--- src/rtl/perceptron_pkg.sv ---
// Shared perceptron predictor constants and types used by the table, predictor and trainer.
// Optional statistics counters in the trainer are enabled with TRAIN_STATS_EN.
package perceptron_pkg;

    localparam int unsigned PERC_NUM_PERCEPTRONS = 128;
    localparam int unsigned PERC_HISTORY_LENGTH  = 32;
    localparam int unsigned PERC_WEIGHT_WIDTH    = 8;

    typedef logic signed [PERC_WEIGHT_WIDTH-1:0] weight_t;

    typedef enum logic [1:0] {
        IDLE,
        FETCH,
        UPDATE,
        WRITE
    } trainer_state_e;

    // Training threshold floor(1.93*h + 14), kept in integer arithmetic.
    function automatic int unsigned theta(input int unsigned h);
        return (193 * h) / 100 + 14;
    endfunction

endpackage

--- src/rtl/perceptron_weight_sat.sv ---
// Saturating increment/decrement of one signed perceptron weight.
// The result clamps at the most positive/negative representable value instead of wrapping.
module perceptron_weight_sat
    import perceptron_pkg::*;
#(
    parameter int unsigned WIDTH = PERC_WEIGHT_WIDTH
) (
    input  logic signed [WIDTH-1:0] weight,
    input  logic                    inc,
    output logic signed [WIDTH-1:0] result
);

    localparam logic [WIDTH-1:0] W_MAX = {1'b0, {(WIDTH-1){1'b1}}};
    localparam logic [WIDTH-1:0] W_MIN = {1'b1, {(WIDTH-1){1'b0}}};
    localparam logic [WIDTH-1:0] W_ONE = WIDTH'(1);

    always_comb begin
        result = weight;
        if (inc) begin
            if (weight != W_MAX) begin
                result = weight + W_ONE;
            end
        end else begin
            if (weight != W_MIN) begin
                result = weight - W_ONE;
            end
        end
    end

endmodule

--- src/rtl/perceptron_trainer.sv ---
// Perceptron trainer: reads an indexed weight vector, applies the saturating perceptron rule and
// writes it back. Defining TRAIN_STATS_EN adds trained/skipped request counters.
module perceptron_trainer
    import perceptron_pkg::*;
#(
    parameter int unsigned NUM_PERCEPTRONS = PERC_NUM_PERCEPTRONS,
    parameter int unsigned HISTORY_LENGTH  = PERC_HISTORY_LENGTH,
    parameter int unsigned WEIGHT_WIDTH    = PERC_WEIGHT_WIDTH,
    parameter int unsigned ADDR_WIDTH      = $clog2(NUM_PERCEPTRONS),
    parameter int unsigned SUM_WIDTH       = WEIGHT_WIDTH + $clog2(HISTORY_LENGTH + 2),
    parameter int unsigned THETA           = theta(HISTORY_LENGTH)
) (
    input  logic                                   clk,
    input  logic                                   rst_n,

    input  logic                                   train_valid,
    output logic                                   train_ready,
    input  logic [ADDR_WIDTH-1:0]                  train_addr,
    input  logic [HISTORY_LENGTH-1:0]              train_history,
    input  logic signed [SUM_WIDTH-1:0]            train_y,
    input  logic                                   train_taken,

    output logic [ADDR_WIDTH-1:0]                  tbl_rd_addr,
    input  logic [HISTORY_LENGTH:0][WEIGHT_WIDTH-1:0] tbl_rd_weights,
    output logic                                   tbl_write_en,
    output logic [ADDR_WIDTH-1:0]                  tbl_write_addr,
    output logic [HISTORY_LENGTH:0][WEIGHT_WIDTH-1:0] tbl_new_weights,

`ifdef TRAIN_STATS_EN
    output logic [31:0]                            stat_trained,
    output logic [31:0]                            stat_skipped,
`endif
    output logic                                   busy
);

    localparam int unsigned NUM_WEIGHTS = HISTORY_LENGTH + 1;
    localparam logic [SUM_WIDTH-1:0] THETA_W = SUM_WIDTH'(THETA);
    localparam logic [SUM_WIDTH-1:0] SUM_ONE = SUM_WIDTH'(1);

    trainer_state_e state_q, state_d;

    logic [ADDR_WIDTH-1:0]      addr_q, addr_d;
    logic [HISTORY_LENGTH-1:0]  hist_q, hist_d;
    logic                       taken_q, taken_d;

    logic [HISTORY_LENGTH:0][WEIGHT_WIDTH-1:0] rd_q;
    logic [HISTORY_LENGTH:0][WEIGHT_WIDTH-1:0] upd_q;
    logic [HISTORY_LENGTH:0][WEIGHT_WIDTH-1:0] upd;

    logic                 accept;
    logic                 need;
    logic                 y_neg;
    logic [SUM_WIDTH-1:0] y_mag;

    // Prediction was "taken" when y >= 0, so a sign bit equal to the outcome is a mispredict.
    always_comb begin
        y_neg = train_y[SUM_WIDTH-1];
        y_mag = y_neg ? (~train_y + SUM_ONE) : train_y;
        need  = (y_neg == train_taken) || (y_mag <= THETA_W);
    end

    assign train_ready = (state_q == IDLE) && rst_n;
    assign accept      = train_valid && train_ready;

    always_comb begin
        state_d = state_q;
        addr_d  = addr_q;
        hist_d  = hist_q;
        taken_d = taken_q;
        unique case (state_q)
            IDLE: begin
                if (accept) begin
                    addr_d  = train_addr;
                    hist_d  = train_history;
                    taken_d = train_taken;
                    if (need) begin
                        state_d = FETCH;
                    end
                end
            end
            FETCH:   state_d = UPDATE;
            UPDATE:  state_d = WRITE;
            WRITE:   state_d = IDLE;
            default: state_d = IDLE;
        endcase
    end

    always_ff @(posedge clk) begin
        if (!rst_n) begin
            state_q <= IDLE;
            addr_q  <= '0;
            hist_q  <= '0;
            taken_q <= 1'b0;
            rd_q    <= '0;
            upd_q   <= '0;
        end else begin
            state_q <= state_d;
            addr_q  <= addr_d;
            hist_q  <= hist_d;
            taken_q <= taken_d;
            if (state_q == FETCH) begin
                rd_q <= tbl_rd_weights;
            end
            if (state_q == UPDATE) begin
                upd_q <= upd;
            end
        end
    end

    // Bias moves toward the outcome; weight i moves toward agreement of history bit i-1 and outcome.
    for (genvar i = 0; i < NUM_WEIGHTS; i++) begin : g_sat
        logic inc;
        if (i == 0) begin : g_bias
            assign inc = taken_q;
        end else begin : g_hist
            assign inc = ~(hist_q[i-1] ^ taken_q);
        end
        perceptron_weight_sat #(
            .WIDTH (WEIGHT_WIDTH)
        ) u_sat (
            .weight (rd_q[i]),
            .inc    (inc),
            .result (upd[i])
        );
    end

    assign busy            = (state_q != IDLE);
    assign tbl_rd_addr     = addr_q;
    assign tbl_write_en    = (state_q == WRITE);
    assign tbl_write_addr  = addr_q;
    assign tbl_new_weights = upd_q;

`ifdef TRAIN_STATS_EN
    logic [31:0] trained_q, skipped_q;

    always_ff @(posedge clk) begin
        if (!rst_n) begin
            trained_q <= '0;
            skipped_q <= '0;
        end else if (accept) begin
            if (need) begin
                if (trained_q != '1) trained_q <= trained_q + 32'd1;
            end else begin
                if (skipped_q != '1) skipped_q <= skipped_q + 32'd1;
            end
        end
    end

    assign stat_trained = trained_q;
    assign stat_skipped = skipped_q;
`endif

endmodule

--- config.mk ---
export PLATFORM = sky130hd
export DESIGN_NAME = perceptron_trainer
export DESIGN_NICKNAME = d
export VERILOG_FILES = /design/src/rtl/perceptron_pkg.sv /design/src/rtl/perceptron_weight_sat.sv /design/src/rtl/perceptron_trainer.sv
export SDC_FILE = /design/constraint.sdc
export NUM_CORES = 2
export LEC_CHECK = 0
export BUFFER_PORTS_ARGS = -buffer_cell sky130_fd_sc_hd__buf_4
export CORE_UTILIZATION = 50
export CTS_CLUSTER_DIAMETER = 150
export DETAILED_ROUTE_END_ITERATION = 10
export PLACE_DENSITY = 0.79
export REMOVE_ABC_BUFFERS = 1
export SYNTH_ARGS = -nofsm -noshare
export SYNTH_HDL_FRONTEND = slang
export SYNTH_HIERARCHICAL = 1
export SYNTH_SLANG_ARGS = --single-unit
--- constraint.sdc ---
create_clock -name clk -period 2.7 [get_ports clk]
set_input_delay 0.27 -clock clk [delete_from_list [all_inputs] [get_ports clk]]
set_output_delay 0.27 -clock clk [all_outputs]
set_load 0.01 [all_outputs]
==> impl_results.md <==
- TritonCTS clock tree: built
- GPL Wtd Cong: 0.941
- Hold Vio Cnt, Final: 0
- Vias in the first global route: 32,900
- Worst rel slew slack: about two fifths
- Peak VDD IR: 0.576 mV
- WS Path Type: reg2reg
- First-pass GRT wire length: 174 mm
- Max-slew violation count: 0
- Maxcap violations: 0
- Core ar.: 71,500 sq um
- DP Cell Count: 5,493
- Final non-filler cell total: 5,930
- Post-layout min period: between 2000 and 2500 ps
- Detail Placement HPWL: 73.3 mm
- Ys async rst share: 0%
- Unrepaired setup endpoints after global routing: false
- CP Launch Type: register
- Least-Margin Pin Slew: just over 900 ps
- Synth unique cells: 64
- Clk sinks: 570
- Die X: between 200 and 300 um
- CP endpoint kind: register
- Initial antenna violation count: 13
- WHS: 89.0 ps
- Worst-path clk slew: approximately 60 ps
- Status: complete, no violations
- Final Setup Violations: 0
- FF+latch count, synth: 570
- Period utilization: slightly below 90%
- Total congestion overflow: 0
- Setup Skew: 22.9 ps
- Cell Rows: 98
- Register area share after synthesis: a little under a third
- Root Buffer: clkbuf_16
- Commonest non-fill, non-tap cells in the layout: buf_4, dfxtp_1, mux2i_1, nor2b_1, dlygate4sd3_1
- First-pass iteration count of the detailed router: 6
- Syn_area_per_cell: ~8.6 sq um
- Max Buffers Root-to-Sink: 3
- Pwr dens: slightly above 800 nW/um^2
- I/O Buffers: 601
- Worst Hold Class: in2reg
- DR vias/cell: between 5 and 6
- Fmax: 423 MHz
- Via count: about 35,000
- Post-CTS Setup Repair Bufs: 0
- Gr usage total: 28.6%
- Largest net degree at the start of global routing: between 200 and 250
- Yosys Warn Count: 6
- DP Area: 40,900 sq um
- Number of enable flip-flop cells after synthesis: 0
- Commonest non-fill, non-tap cell in the layout: buf_4
- Final #Nets: around 5,300
- Initial Util: 50.6%
- Final core occ: 64.9%
- Worst EP arrival: 2850 ps
- H-tree depth: 3
- Fill cells: ~5,500
- Crit path required time: 3180 ps
- Post-route setup TNS: 0 ps
- Syn Inst Count: 4,228
- Routed len/inst: 18.7 um
- ANT nets after route: 0
- Leakage: 17.5 nW
- Drt drc: 0
- Initial DRC count: 2,923
- Die height: ~270 um
- Layout cells sized above 1: 17.8%
- Max Fanout on Critical Path: 9
- Final WL: 111 mm
- Cell area after layout: 46,400 sq um
- Die area: 73,400 sq um
- CTS buffer count: 67
- Area of the mapped netlist: 36,200 sq um
- # IOs: around 600
- Skew-Pair Late Insertion Delay: around 600 ps
- Area grow syn2layout: 28.3%
- Most used DFF post-synth: dfxtp_1
report_power, final:
| part | internal, mW | switching, mW | leakage (nW) | total (mW) |
|---|---|---|---|---|
| logic | 7.70 | 8.43 | 11.7 | 16.1 |
| clock network | 6.03 | 3.87 | 1.15 | 9.90 |
| registers | 9.69 | 2.15 | 4.63 | 11.8 |
Yosys cell counts (35+ instances only):
cell | n | share of area, %
nand3b_1 | 65 | 1.3
nor2b_1 | 562 | 9.7
a31oi_1 | 66 | 1.1
inv_1 | 142 | 1.5
or3_1 | 96 | 1.7
xnor2_1 | 68 | 1.6
mux2i_1 | 562 | 16
or4_4 | 35 | 1.1
buf_1 | 44 | 0.46
buf_2 | 73 | 1.0
ha_1 | 104 | 3.6
nor2_1 | 70 | 0.73
o22ai_1 | 35 | 0.61
clkbuf_1 | 184 | 1.9
nor4_1 | 35 | 0.61
nand3_1 | 77 | 1.1
a211oi_1 | 35 | 0.73
nand2_1 | 249 | 2.6
a21oi_1 | 195 | 2.7
nor3_1 | 266 | 3.7
dfxtp_1 | 570 | 32
nand4_1 | 99 | 1.7
o21ai_0 | 69 | 0.95
layer usage:
| layer | track usage [%] | up-vias | wire length [um] | share of wire (%) |
|---|---|---|---|---|
| li1 | - | 16700 | - | - |
| met2 | 47.5 | 1519 | 52000 | 47 |
| met1 | 35.5 | 16300 | 46000 | 42 |
| met4 | 14.9 | 2 | 5730 | 5.2 |
| met5 | 0 | - | 10 | 0.0090 |
| met3 | 4.54 | 348 | 7030 | 6.3 |
layout make-up:
type / instances / area, sq um / share of cell area [%]
multi-input cells: 3141 / 22400 / 48.3
clock inverters: 32 / 512 / 1.10
repair buffers: 994 / 8420 / 18.1
clock buffers: 88 / 1890 / 4.07
diodes: 13 / 32.5 / 0.0701
well taps: 950 / 1190 / 2.56
flip-flops and latches: 570 / 11400 / 24.6
inverters: 142 / 533 / 1.15
metrics by stage:
stage	total power, mW	worst slack, ps
2_1_floorplan	18.5	-7530
3_3_place_gp	26.9	496
3_5_place_dp	27.2	475
4_1_cts	37.6	466
5_1_grt	40.0	132
6_report	37.9	333
path summary, 6_finish.rpt:
| check | start | to | slack, ps | cells past startpoint |
|---|---|---|---|---|
| worst min-delay path | rst_n | tbl_new_weights[73] | 90 | 2 |
| worst max-delay path | rd_q[241] | tbl_new_weights[243] | 330 | 7 |
| worst max register to register | rd_q[241] | tbl_new_weights[243] | 330 | 7 |
| worst min register to register | hist_q[30] | hist_q[30] | 470 | 2 |
registers in the layout, indices dropped and copies added (netlist names):
| name | cells |
|---|---|
| rd_q | 264 |
| tbl_new_weights | 264 |
| hist_q | 32 |
| tbl_rd_addr | 7 |
| state_q | 2 |
| g_sat.inc | 1 |
critical path, stage by stage, from the launching register on:
cell	delay (ps)
dfxtp_1	530
ha_1	290
nand4_1	200
nor3_1	630
a2bb2oi_1	280
o21ai_0	110
mux2i_1	150
nor2b_1	60
timing repair:
item,in CTS,in global routing
resized for setup,0,0
hold buffers,304,0
endpoints found under the hold margin,304,0
cells by family after synthesis:
family | count (synthesis) | share of synthesized area, %
AND/OR/NAND/NOR | 1632 | 26.0
XOR/XNOR | 102 | 2.47
adder cells (fa/ha/maj) | 104 | 3.60
buffers and inverters | 517 | 6.54
multiplexers | 563 | 15.6
flip-flops | 570 | 31.5
AO/OA/AOI/OAI | 740 | 14.3
(Power assumes the default switching activity.)
